$ cat config.mk
export PLATFORM = sky130hd
export DESIGN_NAME = mem_port_arbiter
export DESIGN_NICKNAME = d
export VERILOG_FILES = /design/src/rtl/mem_port_arbiter.sv
export SDC_FILE = /design/constraint.sdc
export NUM_CORES = 1
export LEC_CHECK = 0
export BUFFER_PORTS_ARGS = -buffer_cell sky130_fd_sc_hd__buf_2
export CORE_ASPECT_RATIO = 0.75
export CORE_UTILIZATION = 48
export DETAILED_ROUTE_END_ITERATION = 8
export GPL_TIMING_DRIVEN = 1
export HOLD_SLACK_MARGIN = 0.08
export PLACE_DENSITY_LB_ADDON = 0.25
export SYNTH_ARGS = -nofsm -noshare
export SYNTH_HDL_FRONTEND = slang
export SYNTH_SLANG_ARGS = --single-unit
$ cat constraint.sdc
create_clock -name clk -period 3.5 [get_ports clk]
set_input_delay 0.7 -clock clk [delete_from_list [all_inputs] [get_ports clk]]
set_output_delay 0.7 -clock clk [all_outputs]
set_load 0.01 [all_outputs]
$ cat src/rtl/mem_port_arbiter.sv
// mem_port_arbiter: shares one single-port unified memory between the
// instruction-fetch requester (IF) and the load/store requester (D).
// Each transaction is sequenced IDLE -> GNT_x -> DONE -> IDLE. Stores get
// lane strobes and replicated data, and loads are lane-selected and
// sign/zero-extended from func3. Misaligned data accesses complete
// without touching memory.
// Optional feature: define ARB_TIMEOUT_EN to abort a granted transaction
// after TIMEOUT cycles without mem_ready. The abort pulses arb_err and
// returns zero data.
module mem_port_arbiter #(
  parameter int MAX_D_STREAK = 4,
  parameter int TIMEOUT      = 64
) (
  input  logic        clk,
  input  logic        reset,
  input  logic        if_req,
  input  logic [31:0] if_addr,
  output logic [31:0] if_rdata,
  output logic        if_valid,
  input  logic        d_req,
  input  logic        d_we,
  input  logic [2:0]  d_func3,
  input  logic [31:0] d_addr,
  input  logic [31:0] d_wdata,
  output logic [31:0] d_rdata,
  output logic        d_valid,
  output logic        d_misaligned,
  output logic        stall_if,
  output logic        stall_mem,
  output logic        mem_req,
  output logic        mem_we,
  output logic [31:0] mem_addr,
  output logic [31:0] mem_wdata,
  output logic [3:0]  mem_wstrb,
  input  logic [31:0] mem_rdata,
  input  logic        mem_ready,
  output logic        arb_err
);

  localparam int STREAK_W = $clog2(MAX_D_STREAK + 1);

  typedef enum logic [1:0] {
    IDLE   = 2'd0,
    GNT_IF = 2'd1,
    GNT_D  = 2'd2,
    DONE   = 2'd3
  } state_t;

  // Access size encoding: 0 = byte, 1 = half, 2 = word (undefined func3 -> word)
  function automatic logic [1:0] accessSize(input logic we, input logic [2:0] func3);
    logic [1:0] size;
    if (we) begin
      case (func3)
        3'd0:    size = 2'd0;
        3'd1:    size = 2'd1;
        default: size = 2'd2;
      endcase
    end else begin
      case (func3)
        3'd0, 3'd4: size = 2'd0;
        3'd1, 3'd5: size = 2'd1;
        default:    size = 2'd2;
      endcase
    end
    return size;
  endfunction

  function automatic logic isMisaligned(input logic [1:0] size, input logic [1:0] lane);
    logic mis;
    case (size)
      2'd1:    mis = lane[0];
      2'd2:    mis = (lane != 2'd0);
      default: mis = 1'b0;
    endcase
    return mis;
  endfunction

  function automatic logic [3:0] storeStrb(input logic [1:0] size, input logic [1:0] lane);
    logic [3:0] strb;
    case (size)
      2'd0:    strb = 4'b0001 << lane;
      2'd1:    strb = 4'b0011 << lane;
      default: strb = 4'b1111;
    endcase
    return strb;
  endfunction

  function automatic logic [31:0] storeData(input logic [1:0] size, input logic [31:0] wdata);
    logic [31:0] data;
    case (size)
      2'd0:    data = {4{wdata[7:0]}};
      2'd1:    data = {2{wdata[15:0]}};
      default: data = wdata;
    endcase
    return data;
  endfunction

  // Lane select plus extension; func3 values other than lb/lh/lbu/lhu yield the whole word
  function automatic logic [31:0] extendLoad(input logic [31:0] word, input logic [2:0] func3,
                                             input logic [1:0] lane);
    logic [7:0]  byteVal;
    logic [15:0] halfVal;
    logic [31:0] result;
    byteVal = word[{lane, 3'b000} +: 8];
    halfVal = lane[1] ? word[31:16] : word[15:0];
    case (func3)
      3'd0:    result = {{24{byteVal[7]}}, byteVal};
      3'd1:    result = {{16{halfVal[15]}}, halfVal};
      3'd4:    result = {24'h000000, byteVal};
      3'd5:    result = {16'h0000, halfVal};
      default: result = word;
    endcase
    return result;
  endfunction

  state_t               state_r;
  state_t               stateNext_s;
  logic                 grantIf_s;
  logic                 grantD_s;
  logic                 complete_s;
  logic                 timeout_s;
  logic                 toExpired_s;
  logic                 dMis_s;
  logic [1:0]           dSize_s;
  logic [STREAK_W-1:0]  streak_r;
  logic                 ownerIsD_r;
  logic                 dIsStore_r;
  logic [1:0]           dLane_r;
  logic [2:0]           dFunc3_r;
  logic                 unusedBits_s;

  assign dSize_s   = accessSize(d_we, d_func3);
  assign dMis_s    = isMisaligned(dSize_s, d_addr[1:0]);
  assign stall_if  = if_req & ~if_valid;
  assign stall_mem = d_req & ~d_valid;

  // State register
  always_ff @(posedge clk) begin
    if (!reset) begin
      state_r <= IDLE;
    end else begin
      state_r <= stateNext_s;
    end
  end

  // Arbitration and next-state decode
  always_comb begin
    stateNext_s = state_r;
    grantIf_s   = 1'b0;
    grantD_s    = 1'b0;
    complete_s  = 1'b0;
    timeout_s   = 1'b0;
    case (state_r)
      IDLE: begin
        if (if_req && d_req) begin
          if (streak_r == STREAK_W'(MAX_D_STREAK)) begin
            grantIf_s = 1'b1;
          end else begin
            grantD_s = 1'b1;
          end
        end else if (if_req) begin
          grantIf_s = 1'b1;
        end else if (d_req) begin
          grantD_s = 1'b1;
        end else begin
          grantIf_s = 1'b0;
        end
        if (grantIf_s) begin
          stateNext_s = GNT_IF;
        end else if (grantD_s) begin
          stateNext_s = dMis_s ? DONE : GNT_D;
        end else begin
          stateNext_s = IDLE;
        end
      end
      GNT_IF, GNT_D: begin
        if (mem_ready) begin
          complete_s  = 1'b1;
          stateNext_s = DONE;
        end else if (toExpired_s) begin
          timeout_s   = 1'b1;
          stateNext_s = DONE;
        end else begin
          stateNext_s = state_r;
        end
      end
      DONE:    stateNext_s = IDLE;
      default: stateNext_s = IDLE;
    endcase
  end

  // Data-streak counter: lets IF win after MAX_D_STREAK consecutive D grants it waited through
  always_ff @(posedge clk) begin
    if (!reset) begin
      streak_r <= {STREAK_W{1'b0}};
    end else if (!if_req || grantIf_s) begin
      streak_r <= {STREAK_W{1'b0}};
    end else if (grantD_s) begin
      streak_r <= streak_r + STREAK_W'(1);
    end else begin
      streak_r <= streak_r;
    end
  end

  // Memory port, captured request attributes and completion outputs
  always_ff @(posedge clk) begin
    if (!reset) begin
      mem_req      <= 1'b0;
      mem_we       <= 1'b0;
      mem_addr     <= 32'h0;
      mem_wdata    <= 32'h0;
      mem_wstrb    <= 4'h0;
      if_rdata     <= 32'h0;
      if_valid     <= 1'b0;
      d_rdata      <= 32'h0;
      d_valid      <= 1'b0;
      d_misaligned <= 1'b0;
      ownerIsD_r   <= 1'b0;
      dIsStore_r   <= 1'b0;
      dLane_r      <= 2'd0;
      dFunc3_r     <= 3'd0;
    end else begin
      if_valid     <= 1'b0;
      d_valid      <= 1'b0;
      d_misaligned <= 1'b0;
      if (grantIf_s) begin
        ownerIsD_r <= 1'b0;
        mem_req    <= 1'b1;
        mem_we     <= 1'b0;
        mem_addr   <= {if_addr[31:2], 2'b00};
        mem_wdata  <= 32'h0;
        mem_wstrb  <= 4'h0;
      end else if (grantD_s) begin
        ownerIsD_r <= 1'b1;
        dIsStore_r <= d_we;
        dLane_r    <= d_addr[1:0];
        dFunc3_r   <= d_func3;
        if (dMis_s) begin
          // Rejected access: memory is left untouched
          d_valid      <= 1'b1;
          d_misaligned <= 1'b1;
          d_rdata      <= 32'h0;
        end else begin
          mem_req   <= 1'b1;
          mem_we    <= d_we;
          mem_addr  <= {d_addr[31:2], 2'b00};
          mem_wdata <= d_we ? storeData(dSize_s, d_wdata) : 32'h0;
          mem_wstrb <= d_we ? storeStrb(dSize_s, d_addr[1:0]) : 4'h0;
        end
      end else if (complete_s || timeout_s) begin
        mem_req   <= 1'b0;
        mem_we    <= 1'b0;
        mem_wstrb <= 4'h0;
        if (ownerIsD_r) begin
          d_valid <= 1'b1;
          if (complete_s && !dIsStore_r) begin
            d_rdata <= extendLoad(mem_rdata, dFunc3_r, dLane_r);
          end else begin
            d_rdata <= 32'h0;
          end
        end else begin
          if_valid <= 1'b1;
          if_rdata <= complete_s ? mem_rdata : 32'h0;
        end
      end else begin
        mem_req <= mem_req;
      end
    end
  end

`ifdef ARB_TIMEOUT_EN
  localparam int TO_W = $clog2(TIMEOUT + 1);
  logic [TO_W-1:0] toCnt_r;

  assign toExpired_s  = (toCnt_r == TO_W'(TIMEOUT - 1));
  assign unusedBits_s = ^if_addr[1:0];

  // Wait counter for a granted transaction and the abort error pulse
  always_ff @(posedge clk) begin
    if (!reset) begin
      toCnt_r <= {TO_W{1'b0}};
      arb_err <= 1'b0;
    end else begin
      arb_err <= timeout_s;
      if ((state_r == GNT_IF || state_r == GNT_D) && !complete_s && !timeout_s) begin
        toCnt_r <= toCnt_r + TO_W'(1);
      end else begin
        toCnt_r <= {TO_W{1'b0}};
      end
    end
  end
`else
  assign toExpired_s  = 1'b0;
  assign arb_err      = 1'b0;
  assign unusedBits_s = ^{if_addr[1:0], (TIMEOUT > 0)};
`endif

endmodule

==> results_dict.tcl, run 1 <==
set metrics [dict create \
    status "complete, no violations" \
    antenna_found_initial 1 \
    pre_cts_slack_ns 0.478 \
    fin_crit_sh_pct 74.4 \
    initial_core_util_pct 49.2 \
    setup_slack_ns 0.895 \
    p_per_area_mw_per_mm2 628 \
    reg2reg_depth 7 \
    drc 0 \
    hold_start "mem_wdata[4]" \
    core_region_area_mm2 0.0130 \
    multi_input_area_mm2 0.00315 \
    nets 1165 \
    cts_made_buffers 17 \
    fillers 1165 \
    synth_top_area_share_pct 45.9 \
    grt_max_degree 107 \
    critPathCaptureType "flip-flop" \
    ys_top_cells_by_count "nand2_1, dfxtp_1, o21ai_0" \
    setup_viol 0 \
    slew_violations 0 \
    vias 6513 \
    cts_root_buffer "clkbuf_16" \
    grt_overflow 0 \
    dp.cells 1173 \
    worstSkewPairLatency_ns 0.42 \
    fin_setup_tns_ns 0 \
    slew_headroom_pct 33.2 \
    drt-total-wl_um 19300 \
    max-clock-path-buffers 2 \
    gp_congestion 0.822 \
    fin_crit_ns 2.60 \
    post-route-util_pct 64.6 \
    die_h_um 102 \
    drv_cap 0 \
    synth_most_common_cell "nand2_1" \
    fmax_mhz 384 \
    yosys-top-cells-area "dfxtp_1, nand2_1, o21ai_0, a21oi_1, nand3_1" \
    postCtsHoldBufs 0 \
    drtIter0Drc 529 \
    cts.sinks 147 \
    ioPinCount 277 \
    htreeDepth 4 \
    rrSetupSlack_ns 0.97 \
    post_synth.cell_area_avg_um2 8.14 \
    ant_nets 0 \
    hold_path_class "reg -> reg" \
    synthFlopType "dfxtp_1" \
    dp_hpwl_um 13700 \
    worstPathMaxFanout 10 \
    syn2layout_area_growth_pct 31.3 \
    cp.required_ns 3.80 \
    track_usage_pct 27.5 \
    peakVddDrop_uv 466 \
    tightestPinTransition_ns 1.00 \
    cp-startpoint "d_we" \
    path_class "in -> reg" \
    rsz0062_at_grt "no" \
    netlist_instances 787 \
    synth_cell_type_count 42 \
    dr.pass1.iters 5 \
    cts_resized 0 \
    cts_tree "built" \
    reg2reg_to "d_rdata[17]" \
    yosysWarnings 0 \
    synth_edf_count 0 \
    hold-path-cell-count 2 \
    leakage_uw 0.00374 \
    stdcell_count 1206 \
    skew_ns 0.00829 \
    fp.dieArea_mm2 0.0138 \
    async_reset_ff_share_pct 0 \
    critical_path_arrival_ns 2.91 \
    vias_per_cell 5.40 \
    worstReg2RegStart "streak_r[0]" \
    clk_pin_slew_ns 0.06 \
    netlist_area_mm2 0.00641 \
    rows 36 \
    die_x_um 135 \
    regArea_mm2 0.00294 \
    critical_path.startpoint_type "input port" \
    whs_endpoint "mem_wdata[4]" \
    grt_pass1_wl_um 29500 \
    drive_gt1_share_pct 32.7 \
    first_global_vias 5836 \
    synth_seq_cells 147 \
    hold_viol 0 \
    cts_setup_buffers 0 \
    routedWlPerCell_um 16.0 \
    netlist.top_cell.by_area "dfxtp_1" \
    synth-seq-area-share_pct 45.9 \
    io_buffers 271 \
]
-- cells in the final DEF (no fill, tap or decap), types with 6 or more instances in the layout --
| master | synthesis | final |
|---|---|---|
| buf_2 | 1 | 271 |
| nand2_1 | 154 | 154 |
| dfxtp_1 | 147 | 147 |
| o21ai_0 | 71 | 71 |
| a21oi_1 | 63 | 63 |
| nand3_1 | 55 | 54 |
| a31oi_1 | 30 | 30 |
| a22o_1 | 25 | 25 |
| o211ai_1 | 22 | 22 |
| nor2_1 | 21 | 20 |
| nand2b_1 | 20 | 19 |
| clkbuf_16 | 0 | 17 |
| mux2i_1 | 11 | 11 |
| buf_4 | 3 | 11 |
| inv_1 | 10 | 10 |
| mux2_2 | 10 | 10 |
| a22oi_1 | 9 | 9 |
| or3_1 | 8 | 8 |
| a21boi_0 | 7 | 7 |
| a21o_1 | 7 | 7 |
| ha_1 | 7 | 7 |
| inv_6 | 0 | 7 |
| o41ai_1 | 6 | 6 |
-- logic make-up after synthesis --
group / synth area share (%)
xor+xnor: 0.273
flops: 45.9
compound gates: 25.4
mux: 3.48
other cells: 0.0585
simple gates: 18.3
buf+inv: 5.18
fa+ha+maj: 1.37
-- state kept, by name, indices dropped and copies added, names as in the netlist --
| name | cells |
|---|---|
| if_rdata | 32 |
| mem_req | 1 |
| streak_r | 3 |
| if_valid | 1 |
| ownerIsD_r | 1 |
| dIsStore_r | 1 |
| mem_wdata | 32 |
| d_misaligned | 1 |
| d_rdata | 32 |
| mem_wstrb | 4 |
| mem_addr | 30 |
| d_valid | 1 |
| mem_we | 1 |
| state_r | 2 |
| dFunc3_r | 3 |
| dLane_r | 2 |
-- metrics by stage --
stage	hold slack (ns)	power, uW	cell area [um2]
3_3_place_gp	0.436	3570	7850
5_1_grt	0.463	5580	8410
4_1_cts	0.453	5320	8410
6_report	0.450	5280	8410
3_5_place_dp	0.441	3590	7850
2_1_floorplan	0.445	3020	6410
-- power breakdown --
part	internal, uW	switching [uW]
Combinational	566	955
Sequential	1910	133
Clock	948	767
-- routing by layer --
layer  global-route usage (%)  share of wire, %  wire length, um
met4                     10.5               2.1              404
met2                     41.7                45             8620
met3                     8.53               8.7             1690
met5                        0                 0                0
met1                     36.7                45             8620
-- how the worst max path moves through the flow --
stage | cells after the start | endpoint
floorplan | 12 | d_rdata[11]
global placement | 9 | d_rdata[22]
detailed placement | 9 | d_rdata[23]
CTS | 11 | d_rdata[3]
global route | 9 | d_rdata[10]
finish | 11 | d_rdata[3]
-- critical path: stages --
cell	delay (ns)
buf_2	0.10
a21oi_1	0.32
nand2_1	0.16
inv_1	0.08
ha_1	0.15
o21ai_0	0.07
a21oi_1	0.24
a2bb2oi_1	0.12
buf_4	0.18
or2_2	0.38
o41ai_1	0.40
-- final cells by class --
cell class                      instances  share of cell area [%]
Multi-Input combinational cell        559                    37.5
Antenna cell                            1                  0.0297
Sequential cell                       147                    35.0
Tap cell                              171                    2.54
Timing Repair Buffer                  285                    17.8
Clock buffer                           18                    5.22
Clock inverter                         14                    1.41
Inverter                               11                   0.491
No activity file was read; power rests on OpenSTA's default activity.
==> inputs of run 2 (changes only) <==
CORE_UTILIZATION = 43   (was 48)
clock period = 2.1 ns   (was 3.5 ns; I/O delays follow)
==> run 2 against run 1 <==
Net effect: global-route usage is 1.7 points lower; sequential power is 66% higher; largest power group unchanged; combinational power is 98% higher; wire length is 1.9% higher; clock skew hardly changed.
==> results_dict.tcl, run 2 (synthesis results as in run 1) <==
set metrics [dict create \
    status "complete, no violations" \
    fin_crit_sh_pct 99.0 \
    dp.cells 1239 \
    slowest_delay_ns 0.52 \
    regArea_mm2 0.00295 \
    fp.dieArea_mm2 0.0154 \
    cp_slowest_cell "or4_4" \
    worstPathMaxFanout 8 \
    pre_cts_slack_ns -0.154 \
    ant_nets 0 \
    vias_per_cell 5.15 \
    fin_setup_tns_ns 0 \
    core_region_area_mm2 0.0145 \
    grt_pass1_wl_um 30400 \
    clk_pin_slew_ns 0.06 \
    path_class "reg -> reg" \
    gp_congestion 0.843 \
    n_antenna_cell 0 \
    drv_cap 0 \
    stdcell_count 1276 \
    max-clock-path-buffers 2 \
    critPathCaptureType "flip-flop" \
    slew_headroom_pct 45.9 \
    drive_gt1_share_pct 38.0 \
    critical_path_arrival_ns 2.45 \
    antenna_found_initial 0 \
    layout_commonest_cell "buf_2" \
    routedWlPerCell_um 15.4 \
    ioPinCount 277 \
    vias 6569 \
    fin_crit_ns 2.08 \
    cts_made_buffers 17 \
    p_per_area_mw_per_mm2 1020 \
    setup_viol 0 \
    die_x_um 143 \
    reg_top3 "d_rdata (32), if_rdata (32), mem_wdata (32)" \
    initial_core_util_pct 44.2 \
    io_buffers 271 \
    cp_cell_sequence "inv_2 > ha_4 > nand2_4 > a31o_1 > or4_4 > a211oi_4 > buf_6 > buf_16 > a22o_1" \
    nets 1207 \
    htreeDepth 4 \
    drt-total-wl_um 19700 \
    post-route-util_pct 62.3 \
    mostFrequentLayoutCells "buf_2, nand2_1, dfxtp_1" \
    die_h_um 108 \
    hold_path_class "in -> reg" \
    final_cell_area_mm2 0.00904 \
    cts_tree "built" \
    fmax_mhz 481 \
    track_usage_pct 25.8 \
    cp.required_ns 2.47 \
    drtIter0Drc 419 \
    dp_hpwl_um 14100 \
    leakage_uw 0.00404 \
    tightestPinTransition_ns 0.810 \
    fillers 1279 \
    grt_overflow 0 \
    cts_root_buffer "clkbuf_16" \
    peakVddDrop_uv 631 \
    critical_path.startpoint_type "flip-flop" \
    placed_area_mm2 0.00837 \
    dr.pass1.iters 5 \
    slew_violations 0 \
    setup_slack_ns 0.0202 \
    rsz0062_at_grt "yes" \
    rows 38 \
    multi_input_area_mm2 0.00331 \
    hold_viol 0 \
    skew_ns 0.00831 \
    cts.sinks 147 \
    grt_max_degree 108 \
    worstSkewPairLatency_ns 0.42 \
    drc 0 \
    syn2layout_area_growth_pct 41.1 \
    first_global_vias 5862 \
]
-- run 2: cell types whose count changed in the layout (fill, tap and decap cells not counted), moves of 5 or more --
cell and delta:
clkinv_2 +6, buf_12 +8, inv_6 -6, inv_2 +5
o41ai_1 -6, buf_4 +32, inv_1 -5, o41ai_2 +6
-- run 2: final cells by class --
| type | count | share of cell area (%) |
|---|---|---|
| inverter | 11 | 0.457 |
| clock inverter | 14 | 1.25 |
| multi-input combinational | 559 | 36.6 |
| sequential | 147 | 32.6 |
| clock buffer | 18 | 4.86 |
| timing repair buffer | 327 | 21.4 |
| tap | 200 | 2.77 |
-- run 2: power breakdown --
part	total, uW	internal [uW]	switching, uW	leakage, uW
combinational	3010	1270	1740	0.00258
sequential	3400	3200	202	0.00120
clock	2840	1650	1190	0.000267
total	9250	6110	3130	0.00404
-- run 2: final timing paths --
path | from | end | slack [ns] | cells after the start
setup / recovery | state_r[1] | d_rdata[25] | 0.02 | 9
hold / removal | d_addr[31] | mem_addr[31] | 0.25 | 3
setup reg to reg | state_r[1] | d_rdata[25] | 0.02 | 9
hold reg to reg | mem_wdata[26] | mem_wdata[26] | 0.45 | 2
-- run 2: per-stage QoR --
stage | hold slack (ns) | power (uW)
floorplan | 0.445 | 5140
global placement | 0.437 | 6300
detailed placement | 0.440 | 6330
CTS | 0.237 | 9190
global route | 0.248 | 9770
finish | 0.255 | 9250
-- run 2: repair_timing --
action	in CTS	in global routing
gates cloned	1	0
gates resized for setup	6	12
setup endpoints to repair	18	49
pin swaps	5	9
hold buffers	0	0
buffers inserted	1	3
-- run 2: layer usage --
metal  up-vias  part of all wire [%]  GRT usage (%)
met5         -                     0              0
li1       3333                     -              -
met2       230                    45           39.8
met4         0                   1.2           6.84
met3        18                   6.6           7.34
met1      2988                    47           34.9
-- run 2: worst max-delay path: cells and delay by family, from the launching register on --
family / cells / cell delay [ns]
AOI/OAI and AO/OA: 3 / 0.53
adders and majority gates: 1 / 0.27
buffers and inverters: 3 / 0.32
DFF: 1 / 0.33
and+or+nand+nor: 2 / 0.57
